### src/rtl/band_level_meter.sv
// Per-band visualiser level meter: attack/release envelope, per-frame peak, log2 normalise.
// Optional macro BAND_LEVEL_METER_FALLOFF_EN limits the displayed level to falling 1 LSB per frame.
module band_level_meter #(
  parameter int Q_FP       = 15,
  parameter int DECIM      = 512,
  parameter int ATTACK_SH  = 2,
  parameter int RELEASE_SH = 6
) (
  input  logic               i_clk,
  input  logic               i_rst,
  input  logic               i_valid,
  input  logic signed [31:0] i_data,
  input  logic               i_clear,
  output logic [7:0]         o_level,
  output logic               o_level_valid,
  output logic               o_overrun
);

  localparam int CNT_W = (DECIM > 1) ? $clog2(DECIM) : 1;

  if (DECIM < 1 || Q_FP < 0) begin : g_param_check
    $error("band_level_meter: DECIM must be >= 1 and Q_FP non-negative");
  end

  typedef enum logic [1:0] {S_IDLE, S_NORM, S_OUT} state_t;

  state_t             state;
  logic [31:0]        env;
  logic [31:0]        peak;
  logic [31:0]        snap;
  logic [4:0]         sh;
  logic [CNT_W-1:0]   count;
  logic [31:0]        mag;
  logic [31:0]        env_next;
  logic [31:0]        peak_max;
  logic               last;
  logic               frame_end;
  logic [7:0]         new_level;

  // Magnitude with the single unrepresentable negative value clamped.
  function automatic logic [31:0] abs_sat(input logic signed [31:0] x);
    logic [31:0] neg;
    neg = 32'(-x);
    if (x == 32'sh8000_0000) return 32'h7FFF_FFFF;
    else if (x < 0)          return neg;
    else                     return 32'(x);
  endfunction

  function automatic logic [31:0] step_min1(input logic [31:0] d);
    return (d == 32'd0) ? 32'd1 : d;
  endfunction

`ifdef BAND_LEVEL_METER_FALLOFF_EN
  function automatic logic [7:0] falloff(input logic [7:0] nl, input logic [7:0] cur);
    logic [7:0] dec;
    dec = (cur == 8'd0) ? 8'd0 : cur - 8'd1;
    return (nl > dec) ? nl : dec;
  endfunction
`endif

  always_comb begin
    mag      = abs_sat(i_data);
    env_next = env;
    if (mag > env)
      env_next = env + step_min1((mag - env) >> ATTACK_SH);
    else if (mag < env)
      env_next = env - step_min1((env - mag) >> RELEASE_SH);
    peak_max  = (env_next > peak) ? env_next : peak;
    last      = (count == CNT_W'(DECIM - 1));
    frame_end = i_valid && !i_clear && last;
    new_level = (snap == 32'd0) ? 8'd0 : {~sh, snap[30:28]};
  end

  always_ff @(posedge i_clk) begin
    if (i_rst) begin
      env           <= '0;
      peak          <= '0;
      count         <= '0;
      snap          <= '0;
      sh            <= '0;
      state         <= S_IDLE;
      o_level       <= '0;
      o_level_valid <= 1'b0;
      o_overrun     <= 1'b0;
    end else begin
      // Envelope / peak / frame counter stage: runs regardless of FSM state.
      if (i_clear) begin
        env   <= '0;
        peak  <= '0;
        count <= '0;
      end else if (i_valid) begin
        env   <= env_next;
        count <= last ? '0 : count + CNT_W'(1);
        peak  <= last ? '0 : peak_max;
      end

      // Normalise stage: shift the frame peak until its MSB is set.
      o_level_valid <= 1'b0;
      unique case (state)
        S_IDLE: begin
          if (frame_end) begin
            snap  <= peak_max;
            sh    <= '0;
            state <= S_NORM;
          end
        end
        S_NORM: begin
          if (snap == 32'd0 || snap[31]) begin
`ifdef BAND_LEVEL_METER_FALLOFF_EN
            o_level <= falloff(new_level, o_level);
`else
            o_level <= new_level;
`endif
            o_level_valid <= 1'b1;
            state         <= S_OUT;
          end else begin
            snap <= snap << 1;
            sh   <= sh + 5'd1;
          end
        end
        S_OUT: state <= S_IDLE;
        default: state <= S_IDLE;
      endcase

      if (frame_end && state != S_IDLE)
        o_overrun <= 1'b1;
    end
  end

endmodule

### config.mk
export PLATFORM = sky130hd
export DESIGN_NAME = band_level_meter
export DESIGN_NICKNAME = d
export VERILOG_FILES = /design/src/rtl/band_level_meter.sv
export SDC_FILE = /design/constraint.sdc
export NUM_CORES = 1
export LEC_CHECK = 0
export BUFFER_PORTS_ARGS = -buffer_cell sky130_fd_sc_hd__buf_2
export CAP_MARGIN = 30
export CORE_ASPECT_RATIO = 1.75
export CORE_UTILIZATION = 65
export CTS_BUF_LIST = sky130_fd_sc_hd__clkbuf_8
export DETAILED_ROUTE_END_ITERATION = 6
export PLACE_DENSITY = 0.89
export SETUP_SLACK_MARGIN = 0.4
export SYNTH_ARGS = -nofsm -noshare
export SYNTH_HDL_FRONTEND = slang
export SYNTH_SLANG_ARGS = --single-unit
export TNS_END_PERCENT = 100
### constraint.sdc
create_clock -name i_clk -period 16.8 [get_ports i_clk]
set_input_delay 1.68 -clock i_clk [delete_from_list [all_inputs] [get_ports i_clk]]
set_output_delay 1.68 -clock i_clk [all_outputs]
set_load 0.02 [all_outputs]
; ---- After elaboration in Yosys (flattened, before gate mapping)
; Cells that the tools add are included.
[op_classes]
addsub = 7
order_cmp = 4
n_eq_ne = 6
muxes = 20
bitwise_logic = 2
reduce_logical = 16
[ops]
columns = cell, n
row1 = $mux 32, 8
row2 = $logic_not 32->1, 3
row3 = $gt 32x32->1, 2
row4 = $pmux 32 s2, 1
row5 = $sub 32x32->32, 2
row6 = $add 32x30->32, 1
row7 = $eq 32x32->1 const B, 1
row8 = $lt 32x1->1 const B, 1
row9 = $lt 32x32->1, 1
row10 = $neg 32->32, 1
row11 = $sub 32x26->32, 1
row12 = $mux 30, 1
row13 = $mux 26, 1
row14 = $mux 5, 2
row15 = $pmux 5 s2, 1
row16 = $add 9x1->9 const B, 1
row17 = $eq 9x9->1 const B, 1
row18 = $mux 9, 1
row19 = $mux 8, 1
row20 = $ne 2x2->1 const B, 3
row21 = $add 5x1->5 const B, 1
row22 = $not 5->5, 1
row23 = $mux 2, 2
row24 = $pmux 2 s2, 1
row25 = other kinds (11), 16
[word_totals]
reg_bits = 122
in_bits = 36
output_inout_bits = 10
word_cells = 64

; ---- Depth between registers and ports, before layout
[depth]
word_depth = 13
depth_mapped = 50
depth_no_buf = 46

; ---- Least setup slack after synthesis
; Ideal clock, no wire load.
[synth_path]
path_type = input port to flip-flop
startpoint = input port i_data[4]
endpoint = register peak[2]
setup_ns = 0.065
arrival_time_ns = 12.683
t_required_ns = 16.735
path_slack_ns = 4.051
path_stages = 45
n_path_buf = 4
cell_sequence = or4_4 > or3_4 > or4_4 > or3_4 > or3_4 > nand2b_4 > or2_1 > buf_6 > nand2_1 > ha_1 > clkbuf_1 > a211oi_1 > nor2_1 > nor4_1 > nor3_1 > nor3_1 > mux2_2 > o21ai_0 > [9 not listed] > a221oi_1 > o21ai_1 > and3_1 > or3_1 > a22oi_1 > ha_1 > nand4_1 > or2_2 > nor3_1 > o221ai_1 > a311oi_1 > a2bb2oi_1 > clkbuf_1 > nand2_1 > nor2_1 > clkbuf_1 > a22oi_1 > nor2_1
[synth_via]
elab_chain_len = 12
elab_cells_between_ends = 20
classes_between = add/sub: 5 / order compare: 4 / eq/ne: 1 / mux: 8 / reduce/logical: 2
[synth_lines]
columns = element, line
row1 = start: declaration, 12  ; input logic signed [31:0] i_data,
row2 = $neg 32->32 / $lt 32x1->1 (equally long branches), "43, 45"
row3 = $mux 32, 45  ; else if (x < 0) return neg;
row4 = $mux 32 (*), 44  ; if (x == 32'sh8000_0000) return 32'h7FFF_FFFF;
row5 = $sub 32x32->32, 67  ; env_next = env - step_min1((env - mag) >> RELEASE_SH);
row6 = $logic_not 32->1, 50  ; return (d == 32'd0) ? 32'd1 : d;
row7 = $mux 26, 50
row8 = $sub 32x26->32, 67
row9 = $mux 32, 66  ; else if (mag < env)
row10 = $mux 32 (*), 64  ; if (mag > env)
row11 = named net env_next[22], 34  ; logic [31:0] env_next;
row12 = $gt 32x32->1 (*), 68  ; peak_max = (env_next > peak) ? env_next : peak;
row13 = $mux 32 (*), 68
row14 = $mux 32 (*), 94  ; peak <= last ? '0 : peak_max;
row15 = end signal: assignment, 94
row16 = end: declaration, 29  ; logic [31:0] peak;
; The timed path passes the listed nets; every way through them passes the cells marked *.
; A chain may end at the register's enable or synchronous reset.

; ---- Worst setup path after layout
[layout_path]
startpoint = input port i_data[4]
endpoint = register peak[27]
; Same word-level chain as after synthesis.

==> metrics.txt <==
Combinational Power Share=69.9%; post-route ant nets=0; unrepaired setup endpoints after global routing=false; Util after Layout=70.2%; Vias/cell=6.75; Hold Buf Count CTS=0; most common cell after layout, fill and taps aside=nor2_1; Final Critical Period=15.11 ns; initial antenna violation count=0; number of synthesized register bits=122; post-synthesis cell area=14200 um^2; Final HPWL DP=39500 um; pre-CTS WS=1.32 ns; drt total wl=49900 um; Post-Syn Nets=2181; setup tns final=0 ns; Pre-antenna DRT Iters=6; Max FO, Critical Path=28; Largest stage delay, worst path=0.68 ns; core area=21500 um^2; post-route total power=2.12 mW; yosys warns=0; CTS buffer count=25; die width=114 um; area grow syn2layout=5.90%; TritonCTS clock tree=built; Clock Path Buffers=3; GRT overflow=0; Initial Util=66.3%; Peak VDD IR=61.0 uV; Fin Clk Skew=0.0325 ns; Hold Path Class=reg -> reg; total track usage=44.5%; status=finished, final reports clean; max-cap violations=0; fill count=1837; Post-synth top flop=dfxtp_1; largest net degree at the start of global routing=55; Least-Margin Pin Slew=0.994 ns; Yosys cell types=78; die height=198 um; crit path launch type=input pin; DRC Markers=0; Sequential Power Share=16.3%; number of synthesized flops with an enable pin=0; Pins Over Slew Limit=0; clock slew at reported path FFs=0.06 ns; slew margin rel.=33.7%; Die ar.=22500 um^2; Synth async-reset ratio=0%; IO Port Bufs=45; gpl congestion=1.03; Pwr Density=140 nW/um^2; Crit-path slowest cell=a2111oi_0; Critical Path Start=i_data[4]; Crit Path Class=in -> reg; proportion of layout cells with a drive suffix above 1=8.94%; design area=15100 um^2; later-pin clock latency in the skew report=0.51 ns; worst path arrival time=15.54 ns; post-CTS setup buffer count=0; Final WS setup=1.69 ns; nets@finish=2179; Worst Setup End Kind=flip-flop; row count=71; Leak=6.43 nW; Root Driver=clkbuf_8; routed via count=15400; final period utilization=90.0%; sequential-to-total area share from yosys stat=17.1%; drt initial violations=1255; Fmax achieved=66.2 MHz; H-tree depth=4; routed len/inst=21.9 um; switching part of the total power=51.3%; post_cts resized=0; sw power=1.09 mW; Worst R2R Start=env[3]; Crit path required time=17.23 ns; TritonCTS Sinks=122; Final setup viols=0; I/O pin count=46; Avg Inst Size Synth=7.17 um^2; synthesized instance count=1988; most frequent cells in the layout=222 x nor2_1, 187 x a21oi_1, 155 x ha_1, 144 x nand2_1, 122 x dfxtp_1; Fin. Hold Viols=0; Placed Instance Area=14600 um^2; vias in the first global route=15200; clock power share=13.7%; internal power=1.03 mW; first-pass GRT wire length=77600 um; Hold Path Origin=o_overrun
[routing by layer]
| layer | vias up | GRT usage (%) | share of wire, % |
|---|---|---|---|
| met5 | - | 0 | 0 |
| met4 | 0 | 39.2 | 9.5 |
| met2 | 739 | 79.5 | 50 |
| met3 | 267 | 7.28 | 6.1 |
| met1 | 7162 | 44.0 | 35 |
| li1 | 7231 | - | - |
[worst paths after layout]
check	cells after the start	slack [ns]	endpoint
min reg2reg	2	0.47	o_overrun
min	2	0.47	o_overrun
max	43	1.69	peak[27]
max reg2reg	34	5.51	peak[27]
[synthesized netlist by cell type, types with 24 or more instances]
| cell type | instances | area (um^2) |
|---|---|---|
| a21oi_1 | 187 | 936 |
| xor2_1 | 66 | 578 |
| nor2_1 | 222 | 833 |
| ha_1 | 155 | 1940 |
| nand2_1 | 144 | 541 |
| mux2i_1 | 31 | 310 |
| a21o_1 | 54 | 405 |
| clkbuf_1 | 75 | 282 |
| o21ai_0 | 109 | 546 |
| inv_1 | 115 | 432 |
| dfxtp_1 | 122 | 2440 |
| o31ai_1 | 24 | 180 |
| nor4_1 | 29 | 181 |
| a211oi_1 | 42 | 315 |
| xnor2_1 | 56 | 490 |
| nor3_1 | 49 | 245 |
| nand3_1 | 39 | 195 |
| nand4_1 | 42 | 263 |
[power by group through the flow]
stage	Sequential [mW]	Combinational, mW	Clock (mW)
3_3_place_gp	0.349	1.39	0
6_report	0.346	1.48	0.291
2_1_floorplan	0.336	1.05	0
4_1_cts	0.344	1.43	0.292
5_1_grt	0.348	1.60	0.304
3_5_place_dp	0.350	1.42	0
[cells by family (layout without fill, tap and decap cells)]
logic type               Yosys count  after routing  synth area share (%)
AO/OA/AOI/OAI                    632            632                  28.8
multiplexers                      37             37                  2.65
AND/OR/NAND/NOR                  686            686                  23.6
XOR/XNOR                         122            122                  7.50
flip-flops                       122            122                  17.1
adder cells (fa/ha/maj)          157            157                  13.9
other                              0              1                     0
buffers and inverters            232            234                  6.36
[area by class of cell]
| class | instances | area [um^2] | area share (%) |
|---|---|---|---|
| inverter | 137 | 514 | 3.41 |
| sequential | 122 | 2440 | 16.2 |
| timing repair buffer | 66 | 380 | 2.52 |
| clock buffer | 30 | 413 | 2.74 |
| clock inverter | 1 | 30.0 | 0.199 |
| multi-input combinational | 1634 | 10900 | 72.5 |
| antenna | 1 | 2.50 | 0.0166 |
| tap | 292 | 365 | 2.42 |
[critical path: cells and delay by family]
family,cells,cell delay [ns]
fa+ha+maj,4,1.23
xor+xnor,1,0.15
simple gates,19,6.28
buf+inv,4,0.78
compound gates,15,5.40
[sequential cells by signal, summed over array words and instances, names as in the netlist]
signal / flops
env: 32
peak: 32
snap: 32
count: 9
o_level: 8
sh: 5
state: 2
o_level_valid: 1
o_overrun: 1
[stage by stage]
stage,instances,hold WS [ns]
detailed placement,2249,0.459
global route,2282,0.499
global placement,2249,0.449
floorplan,1988,0.442
finish,2283,0.470
CTS,2280,0.471
Power figures use the tool's default switching activity.
